File: config.mk
export PLATFORM = sky130hd
export DESIGN_NAME = his_peak_reader
export DESIGN_NICKNAME = d
export VERILOG_FILES = /design/src/rtl/his_peak_reader.sv
export SDC_FILE = /design/constraint.sdc
export NUM_CORES = 1
export LEC_CHECK = 0
export ABC_CLOCK_PERIOD_IN_PS = 3400
export BUFFER_PORTS_ARGS = -buffer_cell sky130_fd_sc_hd__buf_4
export CORE_MARGIN = 10
export CORE_UTILIZATION = 55
export CTS_BUF_LIST = sky130_fd_sc_hd__clkbuf_16
export DETAILED_ROUTE_END_ITERATION = 7
export GPL_TIMING_DRIVEN = 0
export PLACE_DENSITY = 0.83
export SYNTH_ARGS = -nofsm -noshare
export SYNTH_HDL_FRONTEND = slang
export SYNTH_SLANG_ARGS = --single-unit
export TNS_END_PERCENT = 100
File: constraint.sdc
create_clock -name clk -period 3.4 [get_ports clk]
set_input_delay 1.02 -clock clk [delete_from_list [all_inputs] [get_ports clk]]
set_output_delay 1.02 -clock clk [all_outputs]
set_load 0.005 [all_outputs]
File: src/rtl/his_peak_reader.sv
// Scans each pixel's histogram through SRAM port b and reports the bin with the
// highest count per pixel over a valid/ready handshake.
`ifndef Np
`define Np 3
`endif
`ifndef peakMax
`define peakMax 8
`endif
`ifndef PIXEL_NUM_PER_RAM
`define PIXEL_NUM_PER_RAM 2
`endif
`ifndef RAM_ADDR
`define RAM_ADDR 4
`endif

module his_peak_reader #(
  parameter int BIN_NUM_PER_HIS   = 2**`Np,
  parameter int PIXEL_NUM_PER_RAM = `PIXEL_NUM_PER_RAM,
  parameter int PIX_W             = 4,
  parameter int RAM_ADDR          = `RAM_ADDR
) (
  input  logic                clk,
  input  logic                res,
  input  logic                start,
  input  logic [`peakMax-1:0] counts,
  output logic [RAM_ADDR-1:0] raddr,
  output logic                rEnable,
  output logic                readFlag,
  output logic                busy,
  output logic                peakValid,
  input  logic                peakReady,
  output logic [PIX_W-1:0]    peakPixel,
  output logic [`Np-1:0]      peakBin,
  output logic [`peakMax-1:0] peakValue,
  output logic                done
);

  localparam int BIN_W = `Np;
  localparam int CNT_W = `peakMax;
  localparam logic [BIN_W-1:0] LAST_BIN = BIN_W'(BIN_NUM_PER_HIS - 1);
  localparam logic [PIX_W-1:0] LAST_PIX = PIX_W'(PIXEL_NUM_PER_RAM - 1);

  typedef enum logic [2:0] {
    S_IDLE,
    S_READ,
    S_DRAIN,
    S_OUT,
    S_DONE
  } state_e;

  // Strict compare keeps the lowest bin on ties; the first bin always loads.
  function automatic logic beats_max(input logic first,
                                     input logic [CNT_W-1:0] cand,
                                     input logic [CNT_W-1:0] cur);
    return first || (cand > cur);
  endfunction

  state_e             state_q, state_d;
  logic [PIX_W-1:0]   pixel_q, pixel_d;
  logic [BIN_W-1:0]   bin_q, bin_d;
  logic               vld_p1_q, vld_p1_d;
  logic               first_p1_q, first_p1_d;
  logic [BIN_W-1:0]   bin_p1_q, bin_p1_d;
  logic [CNT_W-1:0]   max_q, max_d;
  logic [BIN_W-1:0]   idx_q, idx_d;

  always_comb begin
    state_d    = state_q;
    pixel_d    = pixel_q;
    bin_d      = bin_q;
    // p0 -> p1: remember which bin was issued so its data can be judged next cycle
    vld_p1_d   = (state_q == S_READ);
    first_p1_d = (bin_q == '0);
    bin_p1_d   = bin_q;
    max_d      = max_q;
    idx_d      = idx_q;

    // p1: read data for the bin issued last cycle is on counts now
    if (vld_p1_q && beats_max(first_p1_q, counts, max_q)) begin
      max_d = counts;
      idx_d = bin_p1_q;
    end

    unique case (state_q)
      S_IDLE: begin
        if (start) begin
          state_d = S_READ;
          pixel_d = '0;
          bin_d   = '0;
        end
      end
      S_READ: begin
        if (bin_q == LAST_BIN) begin
          state_d = S_DRAIN;
          bin_d   = '0;
        end else begin
          bin_d = bin_q + 1'b1;
        end
      end
      S_DRAIN: state_d = S_OUT;
      S_OUT: begin
        if (peakReady) begin
          if (pixel_q < LAST_PIX) begin
            state_d = S_READ;
            pixel_d = pixel_q + 1'b1;
            bin_d   = '0;
          end else begin
            state_d = S_DONE;
          end
        end
      end
      S_DONE: begin
        state_d = S_IDLE;
        pixel_d = '0;
      end
      default: state_d = S_IDLE;
    endcase
  end

  always_ff @(posedge clk) begin
    if (res) begin
      state_q    <= S_IDLE;
      pixel_q    <= '0;
      bin_q      <= '0;
      vld_p1_q   <= 1'b0;
      first_p1_q <= 1'b0;
      bin_p1_q   <= '0;
      max_q      <= '0;
      idx_q      <= '0;
    end else begin
      state_q    <= state_d;
      pixel_q    <= pixel_d;
      bin_q      <= bin_d;
      vld_p1_q   <= vld_p1_d;
      first_p1_q <= first_p1_d;
      bin_p1_q   <= bin_p1_d;
      max_q      <= max_d;
      idx_q      <= idx_d;
    end
  end

  assign raddr     = RAM_ADDR'(pixel_q) * RAM_ADDR'(BIN_NUM_PER_HIS) + RAM_ADDR'(bin_q);
  assign readFlag  = (state_q == S_READ);
  assign rEnable   = ~readFlag;
  assign busy      = (state_q == S_READ) || (state_q == S_DRAIN) || (state_q == S_OUT);
  assign peakValid = (state_q == S_OUT);
  assign done      = (state_q == S_DONE);
  assign peakPixel = pixel_q;
  assign peakBin   = idx_q;
  assign peakValue = max_q;

endmodule

==> results_dict.tcl, run 1 <==
set metrics [dict create \
    gr-total-overflow 0 \
    syn_area_um2 1365 \
    synthTopCellsByArea "dfxtp_1 (38%), ha_1 (12%), nand2b_1 (10%), mux2i_1 (8.1%), inv_1 (4.1%)" \
    post_drt_wl_per_cell_um 14.98 \
    fmax_mhz 440.1 \
    synth.avg_cell_area_um2 9.350 \
    grtUsageTotal 0.1309 \
    grt_antenna_before_repair 0 \
    nets 210 \
    setup_ws_ns 1.128 \
    root_buffer "clkbuf_16" \
    crit_buf_inv 2 \
    r2r-end "peakValue[5]$_SDFFE_PP0P_" \
    route.detailed.drc 0 \
    async_flop_share 0 \
    post_cts_buffers 0 \
    crit_cells 8 \
    reg2reg_from "peakValue[5]$_SDFFE_PP0P_" \
    die_w_um 69.82 \
    cts_max_path_buffers 2 \
    clk_latency_ns 0.26 \
    yosys_warnings 0 \
    holdCritPathClass "reg2reg" \
    drt-total-wl_um 3175 \
    yosysMostFrequentCell "dfxtp_1" \
    worstMarginPinSlew_ns 0.4389 \
    yosysTopAreaCell "dfxtp_1" \
    place_congestion 0.8130 \
    viasPerCell 5.368 \
    port-buffer-count 34 \
    arrival_ns 2.46 \
    r2r_slack_ns 1.59 \
    synth_cells 146 \
    syn-num-nets 171 \
    maxCapViolations 0 \
    hold_start "bin_p1_q[1]$_SDFF_PP0_" \
    final_cells 212 \
    cts_hold_buf 0 \
    num_rows 17 \
    cp_slowest_stage_delay_ns 0.33 \
    crit_slowest_cell "a2111oi_4" \
    fin_worst_skew_ns 0.001099 \
    finalHoldViolations 0 \
    critPathKind "in2reg" \
    yosysUniqueCellTypes 33 \
    io_pins 36 \
    hpwl_um 2461 \
    dp_slack_ns 0.8499 \
    setup_viol 0 \
    fillCellCount 161 \
    ys_top_cells_by_count "dfxtp_1 (26), nand2b_1 (22), inv_1 (15)" \
    p_total_uw 756.9 \
    drive_above_1_share 0.2609 \
    design.core.area_um2 2297 \
    cpLargestDelayFamily "compound AO/OA/AOI/OAI gates" \
    synth_edf_count 0 \
    die_area_um2 4875 \
    path_clk_slew_ns 0.07 \
    min_period_ns 2.272 \
    grt_pass1_wl_um 5457 \
    powerDensity_nw_per_um2 430.0 \
    worstSetupStartpointType "input pin" \
    cts_sinks 26 \
    vias 1138 \
    crit_path_frequent_cell "a21oi_2" \
    grt_start_max_net_pins 16 \
    drtIter0Drc 46 \
    cts_tree "yes" \
    ant_nets 0 \
    synthToLayoutAreaGrowth_pct 28.96 \
    path_cells "buf_4 -> ha_1 -> a21oi_2 -> nor2_1 -> a2111oi_4 -> a21oi_2 -> buf_6 -> mux2i_1" \
    required_ns 3.58 \
    cts_resized 0 \
    initial_utilization 0.5942 \
    fin_crit_sh 0.6683 \
    synthFlopType "dfxtp_1" \
    path_max_fanout 10 \
    dpl.cell_count 208 \
    slew_headroom 0.7074 \
    setup_tns_ns 0 \
    yosysSeqAreaShare 0.3813 \
    reg2reg_depth 8 \
    fp.dieH_um 69.82 \
    n_antenna_cell 0 \
    rsz0062_at_grt "no" \
    dr.pass1.iters 4 \
    leakage_nw 0.7562 \
    htree_levels 1 \
    synth-seq-cells 26 \
    cts_buffers 3 \
    worstHoldEndpoint "peakBin[1]$_SDFFE_PP0P_" \
    final_max_slew_viol_count 0 \
    irDropWorstVdd_mv 0.3205 \
    status "finished, final reports clean" \
    worst_setup_path_end_kind "flop" \
    yosysTopAreaCellShare 0.3813 \
    grt_pass1_vias 1205 \
    min_path_cells 2 \
]
-- where the power goes --
| part | switching, mW | leakage (nW) | internal [mW] |
|---|---|---|---|
| sequential | 0.00647 | 0.211 | 0.314 |
| combinational | 0.0454 | 0.494 | 0.0480 |
| clock | 0.109 | 0.0511 | 0.234 |
| total | 0.161 | 0.756 | 0.596 |
-- worst reg2reg max path: stages, from the launching register on --
cell,delay (ns)
dfxtp_1,0.36
inv_1,0.06
ha_1,0.30
a21oi_2,0.14
nor2_1,0.07
a2111oi_4,0.33
a21oi_2,0.12
buf_6,0.17
mux2i_1,0.17
-- state kept, by name (all words and copies together) (netlist names) --
| signal | flops |
|---|---|
| peakValue | 8 |
| peakPixel | 4 |
| bin_p1_d | 3 |
| bin_p1_q | 3 |
| peakBin | 3 |
| state_q | 3 |
| first_p1_q | 1 |
| vld_p1_q | 1 |
-- layout by cell type (no fill, tap or decap), drive strengths merged --
master	synthesis	routed
o31ai	1	1
a41oi	1	1
o211ai	1	1
and3b	1	1
mux2	3	3
and3	1	1
inv	15	15
nand2	4	4
buf	3	37
nor2	10	10
o21a	1	1
ha	13	13
dfxtp	26	26
clkbuf	4	7
a22o	2	2
nor3b	1	1
a21o	1	1
nor3	7	7
o22ai	1	1
a2111oi	1	1
bufinv	0	1
mux2i	11	11
nand3	1	1
a21oi	7	7
nor2b	2	2
nand4	4	4
nand2b	23	23
o21ai	1	1
-- worst max-delay path by stage --
stage,to,slack (ns),startpoint
detailed placement,peakValue[5]$_SDFFE_PP0P_,0.85,counts[5]
floorplan,peakBin[0]$_SDFFE_PP0P_,1.08,counts[5]
finish,peakValue[5]$_SDFFE_PP0P_,1.13,counts[5]
global route,peakValue[5]$_SDFFE_PP0P_,1.04,counts[5]
global placement,peakValue[1]$_SDFFE_PP0P_,0.89,counts[5]
CTS,peakValue[5]$_SDFFE_PP0P_,1.11,counts[5]
-- layer usage --
layer	track usage	share of wire
met5	0	0
met4	0.05435	0.014
met3	0.04565	0.066
met2	0.2278	0.51
met1	0.1389	0.41
-- layout make-up --
type                    count  area [um2]  area share
flip-flops and latches     26       520.5      0.2957
inverters                  15       56.30     0.03198
clock buffers               3       75.07     0.04264
repair buffers             34       255.2      0.1450
well taps                  28       35.03     0.01990
clock inverters             1       30.03     0.01706
plain buffers               7       38.79     0.02203
multi-input cells          98       749.5      0.4257
-- cells by family after synthesis --
group	count (synthesis)	synth area share
AOI/OAI and AO/OA	17	0.1008
adders and majority gates	13	0.1192
muxes	14	0.1054
buffers and inverters	22	0.06965
DFF	26	0.3813
and+or+nand+nor	54	0.2236
-- metrics by stage --
| step | cell area, um2 | hold WS (ns) | utilization |
|---|---|---|---|
| finish | 1760 | 0.4660 | 0.7663 |
| global route | 1760 | 0.5014 | 0.7663 |
| CTS | 1760 | 0.4671 | 0.7663 |
| detailed placement | 1655 | 0.4525 | 0.7206 |
| global placement | 1655 | 0.4449 | 0.7206 |
| floorplan | 1365 | 0.4377 | - |
(Power assumes the default switching activity.)
==> inputs of run 2 (changes only) <==
--- a/config.mk
+++ b/config.mk
@@ -5,14 +5,14 @@
 export SDC_FILE = /design/constraint.sdc
 export NUM_CORES = 1
 export LEC_CHECK = 0
-export ABC_CLOCK_PERIOD_IN_PS = 3400
+export ABC_CLOCK_PERIOD_IN_PS = 2150
 export BUFFER_PORTS_ARGS = -buffer_cell sky130_fd_sc_hd__buf_4
 export CORE_MARGIN = 10
-export CORE_UTILIZATION = 55
+export CORE_UTILIZATION = 51
 export CTS_BUF_LIST = sky130_fd_sc_hd__clkbuf_16
 export DETAILED_ROUTE_END_ITERATION = 7
 export GPL_TIMING_DRIVEN = 0
-export PLACE_DENSITY = 0.83
+export PLACE_DENSITY = 0.78
 export SYNTH_ARGS = -nofsm -noshare
 export SYNTH_HDL_FRONTEND = slang
 export SYNTH_SLANG_ARGS = --single-unit
==> constraint.sdc (replaced) <==
create_clock -name clk -period 2.15 [get_ports clk]
set_input_delay 0.645 -clock clk [delete_from_list [all_inputs] [get_ports clk]]
set_output_delay 0.645 -clock clk [all_outputs]
set_load 0.005 [all_outputs]
==> run 2 against run 1 <==
  * Core utilization down 7.9 points
  * Clock power is 16% higher
  * Sequential share of layout area increased by 0.47 points
  * Final cell count grew 0.47%
  * Sequential power rose by 58%
  * Combinational power rose by 55%
  * Critical endpoint is now peakValue[7]$_SDFFE_PP0P_
==> results_dict.tcl, run 2 (same netlist as run 1, synthesis figures left out) <==
set metrics [dict create \
    fin_worst_skew_ns 0.002380 \
    whs_ns 0.4620 \
    grt_antenna_before_repair 0 \
    initial_utilization 0.5412 \
    mostFrequentLayoutCell "buf_4" \
    drt-total-wl_um 2999 \
    final-seq-area_um2 520.5 \
    vias 1127 \
    synthToLayoutAreaGrowth_pct 26.95 \
    ant_nets 0 \
    port-buffer-count 34 \
    die_area_um2 5146 \
    n_antenna_cell 0 \
    final_max_slew_viol_count 0 \
    powerDensity_nw_per_um2 606.3 \
    route.detailed.drc 0 \
    grt_pass1_wl_um 5071 \
    dr.pass1.iters 4 \
    cts_sinks 26 \
    highest_layer "met4" \
    cts_buffers 3 \
    maxCapViolations 0 \
    cts_resized 0 \
    design.core.area_um2 2522 \
    multi_input_area_um2 749.5 \
    post_cts_buffers 0 \
    setup_ws_ns 0.2598 \
    fin_crit_sh 0.8792 \
    postLayoutCoreUtil 0.6870 \
    worstSetupStartpointType "input pin" \
    final_cell_mix "buf_4 (35), dfxtp_1 (26), nand2b_1 (22), inv_1 (15), ha_1 (13)" \
    setup_viol 0 \
    cts_tree "yes" \
    worst_setup_path_end_kind "flop" \
    num_rows 18 \
    io_pins 36 \
    dp_slack_ns -0.007413 \
    gr-total-overflow 0 \
    wl_met3_um 195 \
    holdCritPathClass "reg2reg" \
    irDropWorstVdd_mv 0.4716 \
    htree_levels 1 \
    finish.instance_area_um2 1733 \
    fp.dieH_um 71.74 \
    required_ns 2.29 \
    die_w_um 71.74 \
    finalHoldViolations 0 \
    largest_reg_flops 8 \
    cts_hold_buf 0 \
    rsz0062_at_grt "no" \
    status "finished, final reports clean" \
    clk_latency_ns 0.25 \
    fmax_mhz 529.1 \
    leakage_nw 0.7421 \
    hpwl_um 2397 \
    min_period_ns 1.890 \
    dpl_cell_area_um2 1658 \
    cts_max_path_buffers 2 \
    grt_pass1_vias 1202 \
    nets 210 \
    grt_start_max_net_pins 14 \
    root_buffer "clkbuf_16" \
    viasPerCell 5.291 \
    place_congestion 0.8065 \
    drt-met1-wl_um 1183 \
    post_drt_wl_per_cell_um 14.08 \
    path_clk_slew_ns 0.06 \
    drtIter0Drc 39 \
    arrival_ns 2.03 \
    wl_met2_um 1596 \
    worstMarginPinSlew_ns 0.4347 \
    grtUsageTotal 0.1166 \
    slew_headroom 0.7102 \
    fillCellCount 207 \
    critPathKind "in2reg" \
    drive_above_1_share 0.2568 \
    path_max_fanout 10 \
]
run 2: power breakdown:
part           leakage, nW  switching, mW  internal [mW]
Clock               0.0370          0.153          0.246
Sequential           0.211        0.00995          0.496
Combinational        0.494         0.0697         0.0755
Total                0.742          0.233          0.818
run 2: layout make-up:
class,instances,share of cell area
clock buffers,3,0.04332
well taps,30,0.02166
multi-input cells,98,0.4325
inverters,15,0.03249
repair buffers,34,0.1473
flip-flops and latches,26,0.3004
plain buffers,7,0.02238
run 2: path summary, 6_finish.rpt:
path	slack, ns	to	startpoint	cells after the start
max	0.26	peakValue[7]$_SDFFE_PP0P_	counts[5]	8
min	0.46	peakBin[1]$_SDFFE_PP0P_	bin_p1_q[1]$_SDFF_PP0_	2
max reg2reg	0.38	peakValue[7]$_SDFFE_PP0P_	peakValue[7]$_SDFFE_PP0P_	8
min reg2reg	0.46	peakBin[1]$_SDFFE_PP0P_	bin_p1_q[1]$_SDFF_PP0_	2
run 2: critical path: stages:
cell and delay [ns]:
buf_4 0.11, ha_1 0.31, a21oi_2 0.14, nor2_1 0.07, a2111oi_4 0.33, a21oi_2 0.12, buf_6 0.18, mux2i_1 0.12
run 2: metal layers:
metal	up-vias	track usage
met3	4	0.04132
li1	566	-
met5	-	0
met2	25	0.2255
met1	532	0.1097
met4	0	0.03871
run 2: per-stage QoR:
step,power [mW],TNS [ns],std cells
after global placement,0.6580,0,210
after CTS,1.063,0,213
after floorplan,0.6056,0,146
final,1.051,0,213
after global routing,1.103,0,213
after detailed placement,0.6634,-0.01935,210
==> inputs of run 3 (changes only) <==
--- a/config.mk
+++ b/config.mk
@@ -5,10 +5,11 @@
 export SDC_FILE = /design/constraint.sdc
 export NUM_CORES = 1
 export LEC_CHECK = 0
+export ABC_AREA = 1
 export ABC_CLOCK_PERIOD_IN_PS = 2150
 export BUFFER_PORTS_ARGS = -buffer_cell sky130_fd_sc_hd__buf_4
 export CORE_MARGIN = 10
-export CORE_UTILIZATION = 51
+export CORE_UTILIZATION = 52
 export CTS_BUF_LIST = sky130_fd_sc_hd__clkbuf_16
 export DETAILED_ROUTE_END_ITERATION = 7
 export GPL_TIMING_DRIVEN = 0
==> run 3 against run 2 <==
  * Clock skew up 0.0077 ns
  * Maximum frequency up 1.4%
  * Power up 82%
  * Combinational power rose to 5.8 times the previous value
  * Via count up 18%
  * Critical path type unchanged
  * Largest power group is now combinational cells
  * Highest routed layer unchanged
==> results_dict.tcl, run 3 <==
set metrics [dict create \
    muxShareOfSynthArea 0 \
    yosysTopAreaCell "dfxtp_1" \
    synthTopCellsByArea "dfxtp_1 (36%), ha_1 (11%), inv_1 (8.9%), nand2_1 (7.6%), nor2_1 (6.6%)" \
    fillCellCount 216 \
    synth.avg_cell_area_um2 7.321 \
    worstSetupStartpointType "input pin" \
    drt-total-wl_um 3299 \
    cts_hold_buf 0 \
    status "finished, final reports clean" \
    mostFrequentLayoutCell "buf_4" \
    route.detailed.drc 0 \
    yosysTopAreaCellShare 0.3646 \
    fin_worst_skew_ns 0.01012 \
    cpLargestDelayFamily "simple AND/OR/NAND/NOR gates" \
    grt_start_max_net_pins 15 \
    irDropWorstVdd_mv 0.8177 \
    leakage_nw 0.9058 \
    die_w_um 72.40 \
    num_rows 18 \
    yosys_warnings 0 \
    finalHoldViolations 0 \
    synthAdderAreaFrac 0.1139 \
    synth_edf_count 0 \
    maxCapViolations 0 \
    yosysSeqAreaShare 0.3646 \
    grt_antenna_before_repair 0 \
    ant_nets 0 \
    final_cell_mix "buf_4 (36), inv_1 (34), nand2_1 (29), dfxtp_1 (26), nor2_1 (25)" \
    post_cts_buffers 0 \
    synth-seq-cells 26 \
    powerDensity_nw_per_um2 1059 \
    synthFlopType "dfxtp_1" \
    arrival_ns 2.02 \
    io_pins 36 \
    n_antenna_cell 0 \
    viasPerCell 5.019 \
    cp_slowest_stage_delay_ns 0.29 \
    worstMarginPinSlew_ns 0.5066 \
    synthToLayoutAreaGrowth_pct 26.56 \
    grt_pass1_wl_um 5865 \
    synth_cells 195 \
    syn_area_um2 1428 \
    clk_latency_ns 0.26 \
    port-buffer-count 35 \
    final_max_slew_viol_count 0 \
    path_max_fanout 10 \
    grt_pass1_vias 1374 \
    gr-total-overflow 0 \
    cts_resized 0 \
    required_ns 2.30 \
    initial_utilization 0.5610 \
    worst_setup_path_end_kind "flop" \
    path_cells "buf_4 -> ha_1 -> nand2_1 -> nor2_1 -> nand2_1 -> nand2_1 -> nand2_1 -> nand2_1 -> buf_2 -> nand3_1 -> nand2_1 -> nor2_1" \
    design.core.area_um2 2545 \
    yosysUniqueCellTypes 30 \
    cts_buffers 3 \
    drtIter0Drc 96 \
    postLayoutCoreUtil 0.7099 \
    synth_compound_area_frac 0.1174 \
    setup_tns_ns 0 \
    rsz0062_at_grt "no" \
    vias 1325 \
    slew_headroom 0.6623 \
    dr.pass1.iters 4 \
    htree_levels 1 \
    crit_slowest_cell "ha_1" \
    whs_ns 0.4769 \
    root_buffer "clkbuf_16" \
    synth_top_family_by_area "simple AND/OR/NAND/NOR gates" \
    fmax_mhz 536.4 \
    ys_top_cells_by_count "inv_1 (34), nand2_1 (29), dfxtp_1 (26)" \
    syn-num-nets 220 \
    cts_max_path_buffers 2 \
    cts_sinks 26 \
    die_area_um2 5241 \
    async_flop_share 0 \
    crit_buf_inv 2 \
    largest_reg_flops 8 \
    grtUsageTotal 0.1342 \
    critPathKind "in2reg" \
    hpwl_um 2631 \
    drive_above_1_share 0.2607 \
    fin_crit_sh 0.8671 \
    p_total_mw 1.913 \
    setup_viol 0 \
    synth-xor-area-share 0 \
    crit_path_frequent_cell "nand2_1" \
    path_clk_slew_ns 0.07 \
    yosysMostFrequentCell "inv_1" \
    synthSimpleGateAreaFrac 0.2761 \
    post_drt_wl_per_cell_um 12.50 \
    place_congestion 0.8361 \
    setup_ws_ns 0.2856 \
    cts_tree "yes" \
    holdCritPathClass "reg2reg" \
    dp_slack_ns 0.02464 \
    nets 260 \
    min_period_ns 1.864 \
    fp.dieH_um 72.40 \
]
[run 3: cells by family (layout without fill, tap and decap cells)]
group,Yosys count,in the layout
fa+ha+maj,13,13
simple gates,81,81
flops,26,26
compound gates,28,28
buf+inv,47,86
[run 3: path summary, 6_finish.rpt]
path	startpoint	end	slack, ns	cells after the start
setup / recovery	counts[7]	peakValue[0]$_SDFFE_PP0P_	0.29	12
hold / removal	peakPixel[3]$_SDFFE_PP0P_	peakPixel[3]$_SDFFE_PP0P_	0.48	2
setup reg to reg	peakValue[7]$_SDFFE_PP0P_	peakValue[0]$_SDFFE_PP0P_	0.38	12
hold reg to reg	peakPixel[3]$_SDFFE_PP0P_	peakPixel[3]$_SDFFE_PP0P_	0.48	2
[run 3: layout make-up]
type / count / area [um2] / share of cell area
sequential: 26 / 520.5 / 0.2881
clock inverter: 1 / 3.754 / 0.002078
timing repair buffer: 35 / 262.8 / 0.1454
inverter: 40 / 150.1 / 0.08310
buffer: 7 / 32.53 / 0.01801
multi-input combinational: 122 / 724.4 / 0.4010
clock buffer: 3 / 75.07 / 0.04155
tap: 30 / 37.54 / 0.02078
[run 3: routing by layer]
metal | global-route usage | part of all wire | vias up
li1 | - | - | 682
met1 | 0.1426 | 0.43 | 613
met2 | 0.2362 | 0.49 | 26
met3 | 0.03946 | 0.063 | 4
met4 | 0.06540 | 0.014 | 0
met5 | 0 | 0 | -
[run 3: where the power goes]
part | switching (mW) | leakage [nW] | internal, mW
clock | 0.167 | 0.0385 | 0.249
sequential | 0.0730 | 0.212 | 0.577
combinational | 0.480 | 0.655 | 0.367
[run 3: tightest hold or removal path: cells and delay by family (launching register included)]
kind | cells | cell delay [ns]
buffers and inverters | 1 | 0.08
DFF | 1 | 0.32
and+or+nand+nor | 1 | 0.05
[run 3: per-stage QoR]
step                cells  instance area, um2
detailed placement    260                1728
floorplan             195                1428
global placement      260                1728
global route          264                1807
CTS                   264                1807
finish                264                1807
